`src/rtl/tone_nco_pkg.sv`:
```
// Shared types and constants for the tone_nco multi-channel oscillator.
// Optional build feature: TONE_NCO_DUTY_EN (per-channel square duty threshold).
package tone_nco_pkg;

    typedef enum logic [1:0] {
        MODE_OFF    = 2'b00,
        MODE_SQUARE = 2'b01,
        MODE_SAW    = 2'b10,
        MODE_TRI    = 2'b11
    } mode_e;

    localparam int OUT_W_DEF = 8;

    // Largest positive two's-complement value of a given width; square levels use +/- this.
    function automatic int out_max(input int width);
        return (1 << (width - 1)) - 1;
    endfunction

    localparam int OUT_MAX = out_max(OUT_W_DEF);

    // Channel-select width, never narrower than one bit.
    function automatic int ch_w(input int num_ch);
        return (num_ch > 1) ? $clog2(num_ch) : 1;
    endfunction

endpackage

```
`src/rtl/tone_nco_wave.sv`:
```
// Combinational waveform shaper: top phase bits + mode (+ duty) -> signed sample.
// With TONE_NCO_DUTY_EN the square is high while p < duty, otherwise while phase MSB is 0.
module tone_nco_wave
    import tone_nco_pkg::*;
#(
    parameter int OUT_W = 8
) (
    input  logic [OUT_W:0]   phase_top,
    input  logic [1:0]       mode,
`ifdef TONE_NCO_DUTY_EN
    input  logic [OUT_W-1:0] duty,
`endif
    output logic [OUT_W-1:0] wave
);

    localparam logic [OUT_W-1:0] SQ_POS = OUT_W'(out_max(OUT_W));
    localparam logic [OUT_W-1:0] SQ_NEG = OUT_W'(-out_max(OUT_W));

    logic             msb;
    logic [OUT_W-1:0] p;
    logic [OUT_W-1:0] q;
    logic [OUT_W-1:0] tri_fold;
    logic             high;

    // phase_top holds phase[MSB -: OUT_W+1]: p is its upper OUT_W bits, q its lower OUT_W bits.
    assign msb      = phase_top[OUT_W];
    assign p        = phase_top[OUT_W:1];
    assign q        = phase_top[OUT_W-1:0];
    assign tri_fold = msb ? ~q : q;

`ifdef TONE_NCO_DUTY_EN
    assign high = (p < duty);
`else
    assign high = ~msb;
`endif

    // NOTE: every output of a combinational block gets a default first, so no path can infer a latch.
    always_comb begin
        wave = '0;
        unique case (mode_e'(mode))
            MODE_OFF:    wave = '0;
            MODE_SQUARE: wave = high ? SQ_POS : SQ_NEG;
            MODE_SAW:    wave = {~p[OUT_W-1], p[OUT_W-2:0]};
            MODE_TRI:    wave = {~tri_fold[OUT_W-1], tri_fold[OUT_W-2:0]};
        endcase
    end

endmodule

```
`src/rtl/tone_nco.sv`:
```
// Multi-channel NCO: sample-rate divider, per-channel phase accumulators, config registers and mixer.
// Optional build feature: TONE_NCO_DUTY_EN adds a per-channel square duty register.
module tone_nco
    import tone_nco_pkg::*;
#(
    parameter  int PHASE_W    = 24,
    parameter  int OUT_W      = 8,
    parameter  int NUM_CH     = 4,
    parameter  int SAMPLE_DIV = 1042,
    localparam int MIX_W      = OUT_W + $clog2(NUM_CH),
    localparam int CH_W       = ch_w(NUM_CH)
) (
    input  logic               clock,
    input  logic               reset,
    input  logic               cfg_we,
    input  logic [CH_W-1:0]    cfg_ch,
    input  logic [PHASE_W-1:0] cfg_inc,
    input  logic [1:0]         cfg_mode,
    input  logic [OUT_W-1:0]   cfg_duty,
    input  logic               cfg_phase_clr,
    output logic               sample_valid,
    output logic [MIX_W-1:0]   mix_out,
    output logic [NUM_CH-1:0]  tone_bits
);

    localparam int               DIV_W    = $clog2(SAMPLE_DIV);
    localparam logic [DIV_W-1:0] DIV_LAST = DIV_W'(SAMPLE_DIV - 1);

    logic [DIV_W-1:0]   div_cnt;
    logic               tick;
    logic               tick_d;

    logic [PHASE_W-1:0] phase_q    [NUM_CH];
    logic [PHASE_W-1:0] phase_next [NUM_CH];
    logic [PHASE_W-1:0] inc_q      [NUM_CH];
    mode_e              mode_q     [NUM_CH];
    logic [OUT_W-1:0]   wave       [NUM_CH];
    logic [NUM_CH-1:0]  wr_sel;
    logic [NUM_CH-1:0]  tone_next;

    logic signed [MIX_W-1:0] mix_sum;

    assign tick = (div_cnt == DIV_LAST);

    // NOTE: sequential state is always assigned with <= so every register samples pre-edge values.
    always_ff @(posedge clock) begin
        if (reset) begin
            div_cnt <= '0;
            tick_d  <= 1'b0;
        end else begin
            div_cnt <= tick ? '0 : div_cnt + 1'b1;
            tick_d  <= tick;
        end
    end

    // Out-of-range channel numbers match no entry, so such writes fall away.
    always_comb begin
        wr_sel = '0;
        for (int c = 0; c < NUM_CH; c++) begin
            wr_sel[c] = cfg_we && (cfg_ch == CH_W'(c));
        end
    end

    // A clear beats accumulation on the same edge; accumulation always uses the pre-write inc.
    always_comb begin
        tone_next = tone_bits;
        for (int c = 0; c < NUM_CH; c++) begin
            phase_next[c] = phase_q[c];
            if (wr_sel[c] && cfg_phase_clr) begin
                phase_next[c] = '0;
            end else if (tick) begin
                phase_next[c] = phase_q[c] + inc_q[c];
            end
            if (tick) begin
                tone_next[c] = phase_next[c][PHASE_W-1];
            end
        end
    end

    // NOTE: the per-channel register file is small and must start silent, so every entry is reset.
    always_ff @(posedge clock) begin
        if (reset) begin
            for (int c = 0; c < NUM_CH; c++) begin
                phase_q[c] <= '0;
                inc_q[c]   <= '0;
                mode_q[c]  <= MODE_OFF;
            end
            tone_bits <= '0;
        end else begin
            for (int c = 0; c < NUM_CH; c++) begin
                phase_q[c] <= phase_next[c];
                if (wr_sel[c]) begin
                    inc_q[c]  <= cfg_inc;
                    mode_q[c] <= mode_e'(cfg_mode);
                end
            end
            tone_bits <= tone_next;
        end
    end

`ifdef TONE_NCO_DUTY_EN
    localparam logic [OUT_W-1:0] DUTY_RST = {1'b1, {(OUT_W-1){1'b0}}};

    logic [OUT_W-1:0] duty_q [NUM_CH];

    always_ff @(posedge clock) begin
        if (reset) begin
            for (int c = 0; c < NUM_CH; c++) begin
                duty_q[c] <= DUTY_RST;
            end
        end else begin
            for (int c = 0; c < NUM_CH; c++) begin
                if (wr_sel[c]) begin
                    duty_q[c] <= cfg_duty;
                end
            end
        end
    end
`else
    logic unused_duty;
    assign unused_duty = ^cfg_duty;
`endif

    for (genvar c = 0; c < NUM_CH; c++) begin : g_ch
        tone_nco_wave #(
            .OUT_W     (OUT_W)
        ) u_wave (
            .phase_top (phase_q[c][PHASE_W-1 -: OUT_W+1]),
            .mode      (mode_q[c]),
`ifdef TONE_NCO_DUTY_EN
            .duty      (duty_q[c]),
`endif
            .wave      (wave[c])
        );
    end

    // MIX_W carries log2(NUM_CH) guard bits, so the plain sum cannot overflow.
    always_comb begin
        mix_sum = '0;
        for (int c = 0; c < NUM_CH; c++) begin
            mix_sum = mix_sum + MIX_W'($signed(wave[c]));
        end
    end

    // Mixing one edge after the tick sees the freshly advanced phases and any mode written at the tick.
    always_ff @(posedge clock) begin
        if (reset) begin
            mix_out      <= '0;
            sample_valid <= 1'b0;
        end else begin
            sample_valid <= tick_d;
            if (tick_d) begin
                mix_out <= mix_sum;
            end
        end
    end

endmodule
```
`config.mk`:
```
export PLATFORM = sky130hd
export DESIGN_NAME = tone_nco
export DESIGN_NICKNAME = d
export VERILOG_FILES = /design/src/rtl/tone_nco_pkg.sv /design/src/rtl/tone_nco_wave.sv /design/src/rtl/tone_nco.sv
export SDC_FILE = /design/constraint.sdc
export NUM_CORES = 1
export LEC_CHECK = 0
export ABC_AREA = 0
export CORE_MARGIN = 5
export CORE_UTILIZATION = 68
export CTS_BUF_LIST = sky130_fd_sc_hd__clkbuf_8
export DETAILED_ROUTE_END_ITERATION = 10
export GPL_TIMING_DRIVEN = 0
export PLACE_DENSITY_LB_ADDON = 0.05
export REMOVE_ABC_BUFFERS = 1
export SYNTH_ARGS = -nofsm -noshare
export SYNTH_HDL_FRONTEND = slang
export SYNTH_HIERARCHICAL = 1
export SYNTH_SLANG_ARGS = --single-unit
```
`constraint.sdc`:
```
create_clock -name clock -period 7.2 [get_ports clock]
set_input_delay 1.44 -clock clock [delete_from_list [all_inputs] [get_ports clock]]
set_output_delay 1.44 -clock clock [all_outputs]
set_load 0.01 [all_outputs]
```
# Word-level counts from Yosys, hierarchy flattened
# Memory sizes are Yosys's and may differ from the RTL's.
# Index checks and enable logic that the tools add are counted.
[word_totals] out_inout_bits=15 wordCells=117 inputBits=40 regBits=27 ram_bits=200 mem_count=3
[mem_list] name="inc_q" words=4 width=24 rd=4 rd_clocked_by_memory_dff=0 write_ports=4 line="tone_nco.sv:35" source="logic [PHASE_W-1:0] inc_q [NUM_CH];"
[mem_list] name="phase_q" words=4 width=24 rd=4 rd_clocked_by_memory_dff=0 write_ports=4 line="tone_nco.sv:33" source="logic [PHASE_W-1:0] phase_q [NUM_CH];"
[mem_list] name="mode_q" words=4 width=2 rd=4 rd_clocked_by_memory_dff=0 write_ports=4 line="tone_nco.sv:36" source="mode_e mode_q [NUM_CH];"
[classes] n_reduce_logical=14 add_sub_neg=8 n_bitwise=24 mux=47 eq_ne=16
[ops] cell="$mux 24" n=16
[ops] cell="$pmux 8 s4" n=4
[ops] cell="$add 24x24->24" n=4
[ops] cell="$mux 8" n=8
[ops] cell="$not 8->8" n=4
[ops] cell="$eq 2x2->1 const B" n=10
[ops] cell="$mux 1" n=15
[ops] cell="$or 1x1->1" n=12
[ops] cell="$add 11x1->11 const B" n=1
[ops] cell="$eq 11x11->1 const B" n=1
[ops] cell="$add 10x8->10" n=1
[ops] cell="$add 9x8->10" n=1
[ops] cell="$eq 2x1->1 const B" n=5
[ops] cell="$logic_not 2->1" n=5
[ops] cell="$add 8x8->9" n=1
[ops] cell="$logic_and 1x1->1" n=8
[ops] cell="$mux 2" n=4
[ops] cell="$not 1->1" n=8
[ops] cell="$reduce_or 2->1" n=1

# Longest topological paths before layout
# Gate-level depths: netlist (run 1).
[logic_depth] word_depth=7 ltp_mapped=18 mapped_depth_nobuf=17

# Modules after synthesis
# Netlist (run 1), hierarchy kept.
[by_module_without_submodules] module="tone_nco" seq_area_each_um2=5585.4 cells_each=1462 area_each_um2=13616.8 instances=1
[by_module_without_submodules] module="tone_nco_wave" seq_area_each_um2=0.0 cells_each=30 area_each_um2=234.0 instances=4

# Least setup slack after synthesis (run 1)
# OpenSTA, ideal clock, no wires.
[synth_timing] path_kind="reg-to-reg" from="memory mode_q[3][1] in the netlist's numbering" to="register mix_out[9]" period_less_slack_ns=3.761 path_buffers=1 slack_ns=3.439 arrival_time_ns=3.676 setup_ns=0.086 t_required_ns=7.114 path_stages_with_launch=18 cell_sequence="edfxtp_1 > buf_6 > and2b_2 > xnor2_1 > a22o_1 > fa_1 > fa_1 > ha_1 > fa_1 > a21oi_1 > nor2_1 > nor2_1 > o21bai_1 > a21oi_1 > o21bai_1 > a21oi_1 > xnor2_1 > a211oi_1"
[synth_lines] element="start: declaration" line="tone_nco.sv:36"
[synth_lines] element="end signal: assignment" line="tone_nco.sv:153" source="mix_out <= mix_sum;"
[synth_lines] element="end: declaration" line="tone_nco.sv:22" source="output logic [MIX_W-1:0] mix_out,"

==> run metrics, run 1 <==
FF+latch count, synth 227; setup violators final 0; total core area approximately 0.021 mm^2; via/cell ratio 6.12; IO buf count 46; Synth Area in Compound Gates 18.9%; Cell Area, Synth 0.0146 mm^2; Initial Utilization ~69%; Synth Warn # 6; Clk pin slew, worst setup/hold paths 0.06 ns; area share of the largest cell type after synthesis 21.5%; maxcap violations 0; HP Class flip-flop to flip-flop; crit path from mode_q[2][1]; period utilization 57.8%; Synth Area in Simple Gates 19.2%; DRC 0; Final Util 75.9%; Die Wd 156 um; WP data arrival 4.60 ns; Starting DRT DRC Count 910; Routed Antenna Nets 0; minimum clock period around 4.2 ns; Inst Count DP 1,844; CP max stage delay around 0.55 ns; WL final 33.8 mm; Synth Area in XOR/XNOR under 10%; outcome complete, no violations; Sum Neg Setup Slack 0 ns; Crit Path Max Fanout 10; Worst Setup Path Type flip-flop to flip-flop; Hold Fails Final Rpt 0; most common cell after layout, fill and taps aside nand2_1; area grow syn2layout 9.61%; Fmax 240 MHz; first-pass GRT wire length 54.5 mm; Root Buffer clkbuf_8; Synth cell types between 60 and 70; most frequent cells in the layout nand2_1, a21oi_1, dfxtp_1; Slew Limit Fails 0; DIE HEIGHT about 160 um; synthesized area per cell 9.20 um^2; full die area 0.0244 mm^2; standard-cell row count 53; fin nets about 1,800; Worst Skew roughly 0.027 ns; ys async rst share 0%; share of cells above drive strength 1 6.63%; largest area contributor in the netlist edfxtp_1; RSZ-0062 raised after global routing no; Syn Inst Count 1,582; CTS Buf Count 40; post-synthesis adder-cell area fraction 11.7%; Post-CTS Setup Bufs 0; hold_sp phase_q[2][5]; WL per Instance 17.6 um; total global routing overflow 0; LEAKAGE 0.00656 uW; CTS tree built; clock buffer depth 3; mux contribution to synthesized area 0.834%; FF-to-FF Start mode_q[2][1]; CTS Hold Bufs 0; PwrDens 186 mW/mm^2; worst path required time 7.64 ns; Clk Latency, worst-skew pair 0.55 ns; Post-synth EDFFs 104; CP Capture Type flip-flop; post_cts resized 0; clk sink count about 230; Worst slew margin between 10% and 20%; Layout Cells excl Fill between 1,500 and 2,000; largest net degree at the start of global routing 46; dominant synthesized flop cell dfxtp_1; slew of the pin with the lowest slew margin about 1.2 ns; vias in the first global route 11,200; critical path cell sequence and2b_2 -> xnor2_1 -> a22o_1 -> fa_1 -> fa_1 -> ha_1 -> fa_1 -> a21oi_1 -> nor2_1 -> nor2_1 -> o21bai_1 -> a21oi_1 -> o21bai_1 -> a21oi_1 -> xnor2_1 -> a211oi_1; I/O pin count 55; Synth area leaders edfxtp_1, dfxtp_1, ha_1; flop-to-flop setup slack 3.04 ns; H-tree depth 2; Global Route Usage Sum a little over a quarter; Worst Setup Start Kind flip-flop; via count 11,700; total power about 3000 uW; Seq/Total Area, Yosys 38.4%; final RePlAce weighted congestion 0.928; post-DP HPWL 24.5 mm; Peak VDD IR 0.000141 V; slowest stage cell on the critical path fa_1; First-pass DRT Iterations 5; initial antenna violation count 0; largest family of logic cells by synthesized area simple AND/OR/NAND/NOR gates
[area by class of cell]
class	instances	area, um^2
antenna	1	2.50
multi-input combinational	1214	8380
inverter	72	270
timing repair buffer	56	613
clock inverter	28	119
sequential	227	5590
fill	1550	5070
tap	275	344
clock buffer	46	633
[flip-flops by register name, indices dropped and copies added (netlist names)]
signal,flops
div_cnt,11
mix_out,10
inc_q,96
phase_q,96
tick_d,1
sample_valid,1
mode_q,8
tone_bits,4
[path summary, 6_finish.rpt]
path | endpoint | depth (start not counted)
worst max register to register | mix_out[9] | 16
worst min-delay path | phase_q[2][5] | 2
worst max-delay path | mix_out[9] | 16
worst min register to register | phase_q[2][5] | 2
[routing by layer]
metal  wire length [um]  up-vias  track usage [%]
li1                   -     5717                -
met1              14500     5564             35.9
met2              15600      359             45.1
met3               2070       97             4.40
met4               1510        0             12.6
met5                  0        -                0
[power breakdown]
group          internal, uW  total (uW)  switching [uW]
Sequential             1400        1420            25.3
Clock                   584        1120             537
Combinational           179         418             240
Total                  2160        2960             803
[synth_stat cells, types with 5 or more instances]
master,n
nand3b_1,7
and2_1,105
nor2b_1,19
xnor2_1,81
dfxtp_1,123
o21bai_1,13
a21o_1,51
and2b_2,21
o31ai_1,8
a31o_2,7
edfxtp_1,104
nor3b_1,5
buf_1,5
o21ai_0,68
a221o_1,6
inv_1,72
nand2b_1,11
nor2_1,118
and3_1,9
nor4_1,5
fa_1,21
or3_1,5
nand3_1,47
buf_2,5
a31oi_1,20
nor3_1,17
nand4_1,14
xor2_1,32
ha_1,103
mux2i_1,11
clkbuf_1,49
buf_6,8
nand2_1,140
o211ai_1,10
a211oi_1,26
a21oi_1,126
a22o_1,31
o21a_1,15
[critical path: cells and delay by family (launching register included)]
kind            cells  cell delay (ns)
fa+ha+maj           4             1.64
compound gates      7             1.22
flops               1             0.52
simple gates        3             0.48
xor+xnor            2             0.21
[cell families (layout without fill, tap and decap cells)]
group | after synthesis | after routing
other | 0 | 1
buffers and inverters | 141 | 202
multiplexers | 12 | 12
AO/OA/AOI/OAI | 420 | 420
XOR/XNOR | 113 | 113
adder cells (fa/ha/maj) | 124 | 124
AND/OR/NAND/NOR | 545 | 545
flip-flops | 227 | 227
[per-stage QoR]
stage,worst slack (ns),area (um^2),hold slack [ns]
2_1_floorplan,3.21,14200,0.436
3_3_place_gp,0.612,15000,0.443
3_5_place_dp,2.90,15200,0.448
4_1_cts,3.02,15900,0.457
5_1_grt,2.75,15900,0.475
6_report,3.04,16000,0.456
(Power assumes the default switching activity.)
==> run 2, diff against run 1 <==
--- a/config.mk
+++ b/config.mk
@@ -7,7 +7,7 @@
 export LEC_CHECK = 0
 export ABC_AREA = 0
 export CORE_MARGIN = 5
-export CORE_UTILIZATION = 68
+export CORE_UTILIZATION = 64
 export CTS_BUF_LIST = sky130_fd_sc_hd__clkbuf_8
 export DETAILED_ROUTE_END_ITERATION = 10
 export GPL_TIMING_DRIVEN = 0
==> constraint.sdc (replaced) <==
create_clock -name clock -period 3.97 [get_ports clock]
set_input_delay 0.794 -clock clock [delete_from_list [all_inputs] [get_ports clock]]
set_output_delay 0.794 -clock clock [all_outputs]
set_load 0.01 [all_outputs]
==> run 2 against run 1 <==
  * Worst setup slack lost 2.9 ns
  * Non-clock buffer count grew 15
  * Via count shrank 1.5%
  * Register-to-register slack lost 2.9 ns
  * Combinational power grew 99%
  * First-iteration DRC count shrank 19%
  * Utilization shrank 4.1 points
==> run metrics, run 2 (same netlist as run 1, synthesis figures left out) <==
outcome complete, no violations (unchanged); Crit Path Max Fanout 6 (was 10); slowest stage cell on the critical path fa_1 (unchanged); sw frac 26.5% (was 27.1%); Clk Latency, worst-skew pair 0.54 ns (was 0.55 ns); FILL cells 1,739 (was 1,550); slew of the pin with the lowest slew margin 1.20 ns (about the same); minimum clock period 3.80 ns (was 4.16 ns); WL final 33.4 mm (was 33.8 mm); DRC 0 (unchanged); via/cell ratio 5.95 (was 6.12); clock buffer depth 3 (unchanged); Gate power share 15.0% (was 14.1%); post-DP HPWL 24.1 mm (was 24.5 mm); highest routed metal layer met5 (was met4); Worst Skew 0.0241 ns (was 0.0266 ns); H-tree depth 2 (unchanged); critical path cell sequence and2b_2 -> xnor2_1 -> a22o_1 -> fa_1 -> fa_1 -> ha_2 -> fa_2 -> a21oi_2 -> nor2_1 -> nor2_1 -> o21bai_1 -> a21oi_2 -> o21bai_1 -> a21oi_2 -> xnor2_1 -> a211oi_1 (was and2b_2 -> xnor2_1 -> a22o_1 -> fa_1 -> fa_1 -> ha_1 -> fa_1 -> a21oi_1 -> nor2_1 -> nor2_1 -> o21bai_1 -> a21oi_1 -> o21bai_1 -> a21oi_1 -> xnor2_1 -> a211oi_1); standard-cell row count 55 (was 53); Routed Antenna Nets 0 (unchanged); setup violators final 0 (unchanged); Sum Neg Setup Slack 0 ns (unchanged); met2 routed WL 15.8 mm (was 15.6 mm); Top cell by count, worst path a21oi_2; RSZ-0062 raised after global routing yes (was no); most frequent cells in the layout nand2_1, a21oi_1, dfxtp_1 (unchanged); PwrDens 343 mW/mm^2 (was 186 mW/mm^2); Inst Count DP 1,853 (was 1,844); post-route worst setup slack 0.169 ns (was 3.04 ns); Worst Setup Path Type flip-flop to flip-flop (unchanged); IO buf count 46 (unchanged); clk sink count 227 (unchanged); initial antenna violation count 1 (was 0); maxcap violations 0 (unchanged); largest net degree at the start of global routing 58 (was 46); via count 11,600 (was 11,700); fin nets 1,791 (was 1,775); Int Power 4070 uW (was 2160 uW); met3 WL 1.56 mm (was 2.07 mm); most common cell after layout, fill and taps aside nand2_1 (unchanged); Clk pin slew, worst setup/hold paths 0.06 ns (about the same); Initial Utilization 64.7% (was 69.2%); Reg area 0.00559 mm^2 (about the same); worst path required time 4.32 ns (was 7.64 ns); Sequential Power Share 46.5% (was 48.0%); WL per Instance 17.2 um (was 17.6 um); CP Capture Type flip-flop (unchanged); CTS Hold Bufs 0 (unchanged); Net Switching 1470 uW (was 803 uW); Global Route Usage Sum 25.3% (was 27.5%); CTS tree built (unchanged); Antenna Cells 0 (was 1); first-pass GRT wire length 54.2 mm (was 54.5 mm); area grow syn2layout 11.1% (was 9.61%); worst slack, placed -0.165 ns (was 2.90 ns); Slew Limit Fails 0 (unchanged); vias in the first global route 11,000 (was 11,200); Largest regs inc_q x96, phase_q x96, div_cnt x11 (unchanged); full die area 0.0259 mm^2 (was 0.0244 mm^2); Starting DRT DRC Count 740 (was 910); Layout Cells excl Fill 1,942 (was 1,919); wl on met1 15.1 mm (was 14.5 mm); final RePlAce weighted congestion 0.912 (was 0.928); Final Util 71.8% (was 75.9%); Peak VDD IR 0.000265 V (was 0.000141 V); Root Buffer clkbuf_8 (unchanged); First-pass DRT Iterations 7 (was 5); hold_ws 0.457 ns (was 0.456 ns); clock share of power 38.5% (was 37.9%); CP max stage delay 0.51 ns (was 0.55 ns); CTS Buf Count 41 (was 40); total global routing overflow 0 (unchanged); Fmax 263 MHz (was 240 MHz); Worst Setup Start Kind flip-flop (unchanged); DIE HEIGHT 161 um (was 156 um); share of cells above drive strength 1 8.15% (was 6.63%); Worst slew margin 19.8% (was 19.4%); flop-to-flop setup slack 0.17 ns (was 3.04 ns); I/O pin count 55 (unchanged); multi-input logic area 0.00843 mm^2 (was 0.00838 mm^2); LEAKAGE 0.00665 uW (was 0.00656 uW); HP Class flip-flop to flip-flop (unchanged); Die Wd 161 um (was 156 um); period utilization 95.7% (was 57.8%); total core area 0.0225 mm^2 (was 0.0210 mm^2); WP data arrival 4.15 ns (was 4.60 ns); Hold Fails Final Rpt 0 (unchanged)
-- run 2: cell type report --
cell class / instances / area share [%]
Multi-Input combinational cell: 1214 / 52.2
Sequential cell: 227 / 34.6
Timing Repair Buffer: 71 / 4.51
Clock buffer: 45 / 3.83
Tap cell: 285 / 2.21
Inverter: 72 / 1.67
Clock inverter: 28 / 1.03
-- run 2: critical path: cells and delay by family (launching register included) --
kind / cells / cell delay [ns]
XOR/XNOR: 2 / 0.23
flip-flops: 1 / 0.46
AO/OA/AOI/OAI: 7 / 0.96
adder cells (fa/ha/maj): 4 / 1.55
AND/OR/NAND/NOR: 3 / 0.40
-- run 2: metrics by stage --
stage / total power (uW) / instance area, um^2
final: 5540 / 16200
after global routing: 5800 / 16200
after CTS: 5540 / 16000
after detailed placement: 3380 / 15200
after global placement: 3360 / 15000
after floorplan: 3170 / 14200
-- run 2: worst paths after layout --
kind / start / end / cells past startpoint
max: mode_q[2][1] / mix_out[9] / 16
min: phase_q[0][8] / phase_q[0][8] / 2
max reg2reg: mode_q[2][1] / mix_out[9] / 16
min reg2reg: phase_q[0][8] / phase_q[0][8] / 2
-- run 2: metal layers --
| metal | GRT usage, % | vias to the layer above |
|---|---|---|
| met5 | 0 | - |
| met4 | 8.10 | 2 |
| met3 | 3.72 | 70 |
| met2 | 43.2 | 308 |
| met1 | 33.2 | 5439 |
| li1 | - | 5740 |
-- run 2: power groups by stage --
stage | logic (uW) | clock network (uW) | registers, uW
6_report | 833 | 2130 | 2580
5_1_grt | 927 | 2290 | 2580
4_1_cts | 778 | 2180 | 2580
3_5_place_dp | 756 | 0 | 2630
3_3_place_gp | 732 | 0 | 2630
2_1_floorplan | 563 | 0 | 2610
-- run 2: timing repair --
item	4_1_cts	5_1_grt
endpoints found under the setup margin	1	2
buffers inserted	6	10
pin swaps	2	13
resized for setup	3	9
